[src/rtl/noc_pkg.sv]
// Shared router definitions: flit width, port numbering and arbiter FSM encodings.
package noc_pkg;

    localparam int unsigned FLIT_W    = 32;
    localparam int unsigned NUM_PORTS = 5;

    localparam int unsigned PORT_L = 0;
    localparam int unsigned PORT_N = 1;
    localparam int unsigned PORT_E = 2;
    localparam int unsigned PORT_S = 3;
    localparam int unsigned PORT_W = 4;

    typedef logic [FLIT_W-1:0] flit_t;

    typedef enum logic {
        ST_IDLE   = 1'b0,
        ST_ACTIVE = 1'b1
    } state_t;

endpackage

[src/rtl/rr_arbiter.sv]
// Combinational round-robin select: first requester at or after ptr, wrapping modulo NUM_REQ.
module rr_arbiter #(
    parameter int unsigned NUM_REQ = 5,
    parameter int unsigned IDX_W   = 3
) (
    input  logic [NUM_REQ-1:0] req,
    input  logic [IDX_W-1:0]   ptr,
    output logic [NUM_REQ-1:0] onehot,
    output logic [IDX_W-1:0]   idx,
    output logic               any
);

    logic [IDX_W:0]   sum;
    logic [IDX_W-1:0] pos;

    // ptr is always < NUM_REQ, so a single subtraction performs the wrap
    always_comb begin
        onehot = '0;
        idx    = '0;
        any    = 1'b0;
        sum    = '0;
        pos    = '0;
        for (int unsigned k = 0; k < NUM_REQ; k++) begin
            sum = {1'b0, ptr} + (IDX_W+1)'(k);
            if (sum >= (IDX_W+1)'(NUM_REQ)) begin
                sum = sum - (IDX_W+1)'(NUM_REQ);
            end
            pos = sum[IDX_W-1:0];
            if (!any && req[pos]) begin
                any         = 1'b1;
                idx         = pos;
                onehot[pos] = 1'b1;
            end
        end
    end

endmodule

[src/rtl/output_port_arbiter.sv]
// Output channel arbiter: round-robin grant locked from head to tail flit, stalled by ret.
module output_port_arbiter #(
    parameter int unsigned NUM_REQ = noc_pkg::NUM_PORTS,
    parameter int unsigned FLIT_W  = noc_pkg::FLIT_W,
    parameter int unsigned IDX_W   = 3
) (
    input  logic                      clk,
    input  logic                      rst_n,
    input  logic [NUM_REQ-1:0]        req,
    input  logic [NUM_REQ-1:0]        tail,
    input  logic [NUM_REQ*FLIT_W-1:0] flit_in,
    input  logic                      ret,
    output logic [NUM_REQ-1:0]        rd_en,
    output logic [NUM_REQ-1:0]        grant,
    output logic                      free,
    output logic [FLIT_W-1:0]         flit_out,
    output logic                      busy
);

    noc_pkg::state_t    state_q, state_d;
    logic [IDX_W-1:0]   gidx_q, gidx_d;
    logic [IDX_W-1:0]   rr_ptr_q, rr_ptr_d;
    logic [NUM_REQ-1:0] grant_d;
    logic               free_d;
    logic [FLIT_W-1:0]  flit_d;

    logic [NUM_REQ-1:0] arb_onehot;
    logic [IDX_W-1:0]   arb_idx;
    logic               arb_any;
    logic               xfer;
    logic [FLIT_W-1:0]  flit_arr [NUM_REQ];

    for (genvar i = 0; i < int'(NUM_REQ); i++) begin : g_unpack
        assign flit_arr[i] = flit_in[i*FLIT_W +: FLIT_W];
    end

    rr_arbiter #(
        .NUM_REQ (NUM_REQ),
        .IDX_W   (IDX_W)
    ) u_rr_arbiter (
        .req    (req),
        .ptr    (rr_ptr_q),
        .onehot (arb_onehot),
        .idx    (arb_idx),
        .any    (arb_any)
    );

    assign xfer = (state_q == noc_pkg::ST_ACTIVE) && req[gidx_q] && !ret;
    assign busy = (state_q == noc_pkg::ST_ACTIVE);

    // Next-state, pop strobe and output-register next values
    always_comb begin
        state_d  = state_q;
        grant_d  = grant;
        gidx_d   = gidx_q;
        rr_ptr_d = rr_ptr_q;
        free_d   = 1'b0;
        flit_d   = flit_out;
        rd_en    = '0;
        case (state_q)
            noc_pkg::ST_IDLE: begin
                if (arb_any) begin
                    grant_d = arb_onehot;
                    gidx_d  = arb_idx;
                    state_d = noc_pkg::ST_ACTIVE;
                end
            end
            noc_pkg::ST_ACTIVE: begin
                if (xfer) begin
                    rd_en  = grant;
                    free_d = 1'b1;
                    flit_d = flit_arr[gidx_q];
                    if (tail[gidx_q]) begin
                        state_d  = noc_pkg::ST_IDLE;
                        grant_d  = '0;
                        rr_ptr_d = (gidx_q == IDX_W'(NUM_REQ-1)) ? '0 : gidx_q + IDX_W'(1);
                    end
                end
            end
            default: state_d = noc_pkg::ST_IDLE;
        endcase
    end

    always_ff @(posedge clk or negedge rst_n) begin
        if (!rst_n) begin
            state_q  <= noc_pkg::ST_IDLE;
            grant    <= '0;
            gidx_q   <= '0;
            rr_ptr_q <= '0;
            free     <= 1'b0;
            flit_out <= '0;
        end else begin
            state_q  <= state_d;
            grant    <= grant_d;
            gidx_q   <= gidx_d;
            rr_ptr_q <= rr_ptr_d;
            free     <= free_d;
            flit_out <= flit_d;
        end
    end

endmodule

[config.mk]
export PLATFORM = sky130hd
export DESIGN_NAME = output_port_arbiter
export DESIGN_NICKNAME = d
export VERILOG_FILES = /design/src/rtl/noc_pkg.sv /design/src/rtl/rr_arbiter.sv /design/src/rtl/output_port_arbiter.sv
export SDC_FILE = /design/constraint.sdc
export NUM_CORES = 1
export LEC_CHECK = 0
export CORE_UTILIZATION = 35
export CTS_CLUSTER_DIAMETER = 60
export CTS_CLUSTER_SIZE = 28
export DETAILED_ROUTE_END_ITERATION = 16
export PLACE_DENSITY = 0.73
export SLEW_MARGIN = 20
export SYNTH_ARGS = -nofsm -noshare
export SYNTH_HDL_FRONTEND = slang
export SYNTH_SLANG_ARGS = --single-unit
[constraint.sdc]
create_clock -name clk -period 3.66 [get_ports clk]
set_clock_uncertainty 0.05 [all_clocks]
set_input_delay 0.732 -clock clk [delete_from_list [all_inputs] [get_ports clk]]
set_output_delay 0.732 -clock clk [all_outputs]
set_load 0.02 [all_outputs]
### Word-level counts from Yosys, hierarchy flattened

Index checks and enable logic that the tools add are counted.

* $lt $le $gt $ge: 17
* $add $sub $neg: 10
* equality and inequality tests: 4
* mux-type cells: 60
* reduce and logical (&&, ||, !) cells: 20
* bitwise gates (word level): 6

Operators by type and width (count)
* $bmux W32 S3: 1
* $mux W32: 2
* $mux W5: 10
* $mux W3: 11
* $lt A3 B4 Y1 const B: 6
* $mux W1: 22
* $bmux W1 S3: 7
* $or A5 B5 Y5: 4
* $ge A4 B3 Y1 const B: 4
* $demux W1 S3: 5
* $ge A3 B1 Y1 const B: 5
* $sub A3 B3 Y3 const B: 5
* $logic_and A1 B1 Y1: 11
* $pmux W5 S2: 1
* $add A3 B2 Y4 const B: 2
* $reduce_and A3 Y1: 2
* $logic_not A1 Y1: 5
* $add A3 B1 Y4 const B: 1
* $add A3 B3 Y4 const B: 1
* $ge A4 B4 Y1 const B: 1
* $ne A2 B1 Y1 const B: 2
* $not A3 Y4: 1
* $reduce_and A2 Y1: 2
* $add A3 B1 Y3 const B: 1
* other kinds (5): 5

* register bits: 45
* output and inout bits: 44
* input port bits: 173
* logic and storage cells: 123

### Logic depth before layout (Yosys ltp)

Gate-level depths: netlist of the first run.

* depth after elaboration: 19
* mapped depth: 14
* gate-level depth less buffers: 13

### Hierarchy

Synthesis of the first run repeated with hierarchy kept, for this count alone.

* cells, all modules: 453
* area, all modules: 4394.2 um^2

By module, submodules not included
* output_port_arbiter: sequential area each 1126.1 um^2, times used 1, area an instance 3020.4 um^2, cells an instance 263
* rr_arbiter: sequential area each 0.0 um^2, times used 1, area an instance 1373.8 um^2, cells an instance 190

### Worst setup path after synthesis of the first run

Ideal clock, no wire load.

* path type: reg2reg
* start point: register rr_ptr_q[0]
* end point: register grant[0]
* setup slack: 0.535 ns
* data required time: 3.490 ns
* buffers on the path: 1
* period minus slack after synthesis: 3.125 ns
* cell stages (with the launch flop): 14
* library setup time: 0.120 ns
* arrival: 2.955 ns
* cells stage by stage: dfrtp_1 -> inv_2 -> ha_1 -> inv_1 -> fa_1 -> nor2_1 -> mux2i_1 -> a211o_1 -> nand2_1 -> a21boi_4 -> a31o_1 -> buf_6 -> a31oi_1 -> a31o_1

* longest elaborated chain between the ends: 19
* elaborated cells between the ends (all ways): 80
* classes of those cells: add/sub (9); order compare (15); eq/ne (1); mux (37); bitwise (4); reduce/logical (14)

Ends and longest elaborated chain
* start, declared: RTL line output_port_arbiter.sv:22 `logic [IDX_W-1:0] rr_ptr_q, rr_ptr_d;`
* start signal, assigned: RTL line output_port_arbiter.sv:96 `rr_ptr_q <= rr_ptr_d;`
* parallel branches: the longest is 19 deep, another holds $add A3 B1 Y4
* end signal, assigned: RTL line output_port_arbiter.sv:94 `grant <= grant_d;`
* end, declared: RTL line output_port_arbiter.sv:14 `output logic [NUM_REQ-1:0] grant,`

Several ways; the timed one is not identified. The select of a mux whose other input is x is not followed.
A chain may end at the register's enable or synchronous reset.

### Worst setup path after layout of the first run

* start point: input req[1]
* end point: output rd_en[3]

* longest elaborated chain between the ends: 6

Ends and longest elaborated chain
* start, declared: RTL line output_port_arbiter.sv:9 `input logic [NUM_REQ-1:0] req,`
* $bmux W1 S3: RTL line output_port_arbiter.sv:48 `assign xfer = (state_q == noc_pkg::ST_ACTIVE) && req[gidx_q] && !ret;`
* $mux W1 (not written as such): RTL line output_port_arbiter.sv:48
* $logic_and A1 B1 Y1 (2 in a row): RTL line output_port_arbiter.sv:48
* $mux W5: RTL line output_port_arbiter.sv:69 `if (xfer) begin`
* $mux W5: RTL line output_port_arbiter.sv:60 `case (state_q)`
* end, declared: RTL line output_port_arbiter.sv:13 `output logic [NUM_REQ-1:0] rd_en,`

Every way passes these cells. The select of a mux whose other input is x is not followed.

==> flow_metrics.py, run 1 <==
metrics = {
    "routing": {
        "drc": 0,
        "drt-wirelength-per-cell_microns": 18.8,
        "postRouteAntennaNets": 0,
        "first_iter_violations": 264,
        "vias": 4317,
        "wl_mm": 14.7,
        "viasPerCell": 5.52,
        "drt_first_pass_iters": 5,
    },
    "clocking": {
        "h-tree-depth": 2,
        "insertion_delay_ns": 0.28,
        "root_buffer": "clkbuf_16",
        "cts_tree": "built",
        "cts_hold_buf": 0,
        "clkSinkCount": 45,
        "clk_pin_slew_ns": 0.06,
        "clk_path_buf_depth": 2,
        "cts_buffers": 5,
    },
    "hold_path": {
        "hold_class": "in2async",
    },
    "finish": {
        "syn_to_final_growth_pct": 63.1,
        "drive_gt1_share_pct": 14.5,
        "antenna_cells": 0,
        "final_area_sq_um": 6630,
        "multi_input_area_sq_um": 2750,
        "fin_cells": 782,
        "finish.utilization_pct": 59.8,
        "n_fill_cell": 928,
        "ff_latch_area_sq_um": 1130,
        "finalNetCount": 825,
    },
    "yosys": {
        "yosysSeqAreaShare_pct": 27.7,
        "synth-async-reset-ratio_pct": 100,
        "synth_top_cell_area_share_pct": 27.7,
        "synth.distinct_cells": 63,
        "synth_area_sq_um": 4060,
        "yosysMostFrequentCell": "nor2_1",
        "syn_area_per_cell_sq_um": 9.58,
        "ys_ff_latch": 45,
        "yosys_most_used_dff": "dfrtp_1",
        "synth_nets": 608,
        "synth_warnings": 0,
        "synthTopCellsByArea": "dfrtp_1 (28%), mux4_2 (19%), a22oi_1 (6.1%)",
        "synth_largest_area_cell": "dfrtp_1",
        "synthTopCellsByCount": "nor2_1 (50), dfrtp_1 (45), a21oi_1 (43), mux4_2 (34)",
        "syn_inst": 424,
        "synth_edf_count": 0,
    },
    "placed_design": {
        "gp_congestion": 0.910,
        "dp_slack_ns": 0.0318,
        "placed_cell_area_sq_um": 6450,
        "place.port_buffers": 216,
        "dp.cells": 774,
        "dp_hpwl_mm": 11.6,
    },
    "sta": {
        "slew_headroom_pct": 53.5,
        "final.setup.tns_ns": 0,
        "layout_setup_ws_ns": 0.154,
        "hold_viol_final": 0,
        "fin_crit_ns": 3.51,
        "maxSlewViolCount": 0,
        "period_share_pct": 95.8,
        "worstMarginPinSlew_ns": 0.697,
        "whs_ns": 0.397,
        "fmax_ghz": 0.285,
        "rsz0062_at_grt": "no",
        "finalSetupViolCount": 0,
    },
    "die": {
        "dieArea_sq_um": 12000,
        "die_h_microns": 110,
        "die_x_microns": 110,
        "start_util_pct": 36.7,
        "io_pins": 217,
        "row_count": 38,
        "coreArea_sq_um": 11100,
    },
    "worst_setup_path": {
        "worst-path-buf-inv": 2,
        "cp-start-kind": "input port",
        "critPathMaxStageDelay_ns": 0.60,
        "cp_common_cell": "clkdlybuf4s50_1",
        "critical_path.max_fanout": 7,
        "cpLargestDelayFamily": "buffers and inverters",
        "cp-end-kind": "output port",
        "reg2reg_depth": 13,
        "cp_data_arrival_time_ns": 2.72,
        "required_ns": 2.88,
        "critPathKind": "in2out",
        "crit_cells": 6,
        "cp_slowest_cell": "clkdlybuf4s50_1",
        "crit_chain": "clkdlybuf4s50_1, mux4_2, a22oi_2, nor3b_2, and2_1, clkdlybuf4s50_1",
    },
    "global_route": {
        "grtUsageTotal_pct": 23.3,
        "antenna_found_initial": 0,
        "grt_max_degree": 46,
        "grt_first_pass_wirelength_mm": 21.3,
        "gr-total-overflow": 0,
        "grt_pass1_vias": 4124,
    },
    "pwr": {
        "power.density_nw_per_um2": 894,
        "irDropWorstVdd_mv": 0.425,
        "total_power_mw": 5.93,
        "power.leakage_nw": 2.64,
    },
    "status": {
        "status": "complete, no violations",
    },
    "job": {
        "maxCapViolCount": 0,
    },
}
## metal layers
| metal | track usage, % | vias up | wire (microns) |
|---|---|---|---|
| li1 | - | 2050 | - |
| met3 | 3.79 | 26 | 1200 |
| met5 | 0 | - | 0 |
| met1 | 30.8 | 2034 | 6030 |
| met2 | 39.7 | 207 | 7210 |
| met4 | 5.43 | 0 | 298 |
## what timing repair did
action,CTS,global route
buffers inserted,0,0
gates resized for setup,0,1
setup endpoints to repair,0,5
## path summary, 6_finish.rpt
check,start,endpoint,slack (ns)
worst max register to register,rr_ptr_q[0],grant[0],0.33
max in group asynchronous,rst_n,gidx_q[1],2.73
min in group clk,flit_out[11],flit_out[11],0.48
worst min-delay path,rst_n,flit_out[31],0.40
worst min register to register,flit_out[11],flit_out[11],0.48
worst max-delay path,req[1],rd_en[3],0.15
## placed cells by master, fill, tap and decap left out, types with 6 or more instances in the layout
| cell | n |
|---|---|
| a21o_1 | 6 |
| a21oi_1 | 43 |
| a22oi_1 | 32 |
| buf_4 | 26 |
| clkdlybuf4s50_1 | 215 |
| dfrtp_1 | 43 |
| ha_1 | 10 |
| inv_1 | 11 |
| mux2i_1 | 14 |
| mux4_2 | 34 |
| nand2_1 | 33 |
| nand2b_1 | 8 |
| nand3_1 | 12 |
| nor2_1 | 50 |
| nor3_1 | 8 |
| o21ai_0 | 7 |
| xnor2_1 | 6 |
## where the power goes
part	internal [mW]	total [mW]	switching, mW	leakage [nW]
clock network	0.341	0.516	0.176	0.0841
registers	0.737	0.902	0.165	0.516
logic	2.05	4.51	2.46	2.04
total	3.12	5.93	2.80	2.64
## kinds of logic after synthesis
logic type                 Yosys count  synth area share, %
and+or+nand+nor                    132                 15.0
AOI/OAI and AO/OA                  131                 23.3
muxes                               52                 23.5
buffers and inverters               45                 4.96
DFF                                 45                 27.7
adders and majority gates           11                 3.57
xor gates and xnor gates             8                 1.91
## state kept, by name (all words and copies together) (netlist names)
name and flops:
busy 1, flit_out 32, free 1, gidx_q 3, grant 5, rr_ptr_q 3
## worst register-to-register path, cell delays in order (launching register included)
cell and delay [ns]:
dfrtp_1 0.45, inv_2 0.21, ha_1 0.21, inv_1 0.06, fa_1 0.43, nor2_1 0.31
mux2i_1 0.18, o31ai_1 0.39, nand2_1 0.16, a21boi_4 0.18, buf_4 0.19, nand4_1 0.12
a31oi_1 0.22, a31o_1 0.12
## final cells by class
cell class	count	area share [%]
Timing Repair Buffer	241	35.4
Multi-Input combinational cell	334	41.5
Inverter	14	0.793
Tap cell	140	2.64
Clock inverter	1	0.453
Clock buffer	7	2.15
Sequential cell	45	17.0
(Power assumes the default switching activity.)
==> run 2, diff against run 1 <==
--- a/config.mk
+++ b/config.mk
@@ -5,11 +5,13 @@
 export SDC_FILE = /design/constraint.sdc
 export NUM_CORES = 1
 export LEC_CHECK = 0
+export ABC_CLOCK_PERIOD_IN_PS = 3660
 export CORE_UTILIZATION = 35
 export CTS_CLUSTER_DIAMETER = 60
 export CTS_CLUSTER_SIZE = 28
 export DETAILED_ROUTE_END_ITERATION = 16
 export PLACE_DENSITY = 0.73
+export SETUP_SLACK_MARGIN = 0.2
 export SLEW_MARGIN = 20
 export SYNTH_ARGS = -nofsm -noshare
 export SYNTH_HDL_FRONTEND = slang
==> run 2 against run 1 <==
Effect of this change: sequential share of layout area decreased by 0.11 points; via count grew 0.23%; combinational power is 2% higher; wire length is 1.2% higher; cell count is the same; utilization grew 0.41 points; maximum frequency grew 7.8%; critical endpoint unchanged; global-route usage barely moved.
==> flow_metrics.py, run 2 (same netlist as run 1, synthesis figures left out) <==
metrics = {
    "worst_setup_path": {
        "r2r_slack_ns": 0.41,
        "critical_path.max_fanout": 7,
        "cp_data_arrival_time_ns": 2.47,
        "worst-path-buf-inv": 2,
        "cp_slowest_cell": "mux4_2",
        "cp-start-kind": "input port",
        "reg2reg_to": "grant[0]",
        "required_ns": 2.88,
        "critPathMaxStageDelay_ns": 0.48,
        "cpLargestDelayFamily": "buffers and inverters",
        "reg2reg_depth": 12,
        "reg2reg_from": "rr_ptr_q[1]",
        "cp-end-kind": "output port",
        "crit_chain": "clkdlybuf4s50_1, mux4_2, a22oi_2, nor3b_4, and2_1, dlygate4sd2_1",
        "critPathKind": "in2out",
    },
    "routing": {
        "postRouteAntennaNets": 0,
        "first_iter_violations": 248,
        "viasPerCell": 5.53,
        "wl_mm": 14.9,
        "vias": 4327,
        "drt-wirelength-per-cell_microns": 19.1,
        "drc": 0,
        "drt_first_pass_iters": 7,
    },
    "clocking": {
        "post-cts-setup-buffer-count": 0,
        "clk_path_buf_depth": 2,
        "cts_tree": "built",
        "h-tree-depth": 2,
        "clkSinkCount": 45,
        "root_buffer": "clkbuf_16",
        "clk_pin_slew_ns": 0.06,
        "insertion_delay_ns": 0.28,
        "cts_buffers": 5,
    },
    "die": {
        "dieArea_sq_um": 12000,
        "coreArea_sq_um": 11100,
        "start_util_pct": 36.7,
        "die_h_microns": 110,
        "io_pins": 217,
        "row_count": 38,
        "die_x_microns": 110,
    },
    "sta": {
        "layout_setup_ws_ns": 0.409,
        "finalSetupViolCount": 0,
        "fin_crit_ns": 3.25,
        "slew_headroom_pct": 53.4,
        "rsz0062_at_grt": "no",
        "fmax_ghz": 0.308,
        "period_share_pct": 88.8,
        "maxSlewViolCount": 0,
        "final.setup.tns_ns": 0,
        "worstMarginPinSlew_ns": 0.699,
        "hold_viol_final": 0,
    },
    "finish": {
        "antenna_cells": 0,
        "largest_reg_flops": 32,
        "final_common_cell": "clkdlybuf4s50_1",
        "drive_gt1_share_pct": 15.4,
        "top_register": "flit_out",
        "reg_top3": "flit_out (32), grant (5)",
        "finalNetCount": 825,
        "syn_to_final_growth_pct": 64.2,
        "final_cell_mix": "clkdlybuf4s50_1 (210), nor2_1 (49), a21oi_1 (43), dfrtp_1 (43), mux4_2 (34)",
    },
    "placed_design": {
        "place.port_buffers": 216,
        "gp_congestion": 0.910,
        "dp_slack_ns": 0.0318,
        "dp_hpwl_mm": 11.6,
    },
    "job": {
        "maxCapViolCount": 0,
    },
    "status": {
        "status": "complete, no violations",
    },
    "pwr": {
        "irDropWorstVdd_mv": 0.424,
        "power.density_nw_per_um2": 905,
        "power.leakage_nw": 2.67,
    },
    "hold_path": {
        "hold_class": "in2async",
    },
    "global_route": {
        "grt_first_pass_wirelength_mm": 21.3,
        "antenna_found_initial": 0,
        "grt_pass1_vias": 4138,
        "grt_max_degree": 46,
        "grtUsageTotal_pct": 23.3,
        "gr-total-overflow": 0,
    },
}
## run 2: how the worst max path moves through the flow
stage / to / slack [ns] / start / depth (start not counted)
global placement: rd_en[4] / 0.06 / req[3] / 6
global route: grant[1] / 0.24 / rr_ptr_q[1] / 12
CTS: grant[1] / 0.31 / rr_ptr_q[0] / 13
detailed placement: rd_en[3] / 0.03 / req[3] / 6
floorplan: grant[0] / 0.54 / rr_ptr_q[0] / 13
finish: rd_en[3] / 0.41 / req[2] / 6
## run 2: area by class of cell
type	instances	area (sq um)
Clock buffer	7	143
Fill cell	926	4410
Timing Repair Buffer	241	2340
Sequential cell	45	1130
Clock inverter	1	30.0
Inverter	14	52.6
Multi-Input combinational cell	334	2800
Tap cell	140	175
## run 2: layer usage
metal | GRT usage [%] | part of all wire, % | up-vias
li1 | - | - | 2047
met1 | 30.8 | 41 | 2055
met2 | 39.7 | 49 | 204
met3 | 3.85 | 7.5 | 21
met4 | 5.62 | 2.1 | 0
met5 | 0 | 0 | -
## run 2: per-stage QoR
stage	hold WS [ns]	total power [mW]	instance area [sq um]	utilization, %	std cells
floorplan	0.386	3.95	4060	-	424
global placement	0.457	5.30	6450	58.2	774
detailed placement	0.466	5.38	6450	58.2	774
CTS	0.483	5.93	6630	59.8	782
global route	0.434	6.50	6670	60.2	782
finish	0.397	6.04	6670	60.2	782
## run 2: what timing repair did
action | in CTS | in global routing
gates resized for setup | 7 | 8
endpoints found under the setup margin | 5 | 9
hold buffers | 0 | 0
pin swaps | 1 | 0
## run 2: power breakdown
part | internal (mW) | switching [mW]
Combinational | 2.09 | 2.52
Sequential | 0.737 | 0.165
Clock | 0.341 | 0.176
Total | 3.17 | 2.87
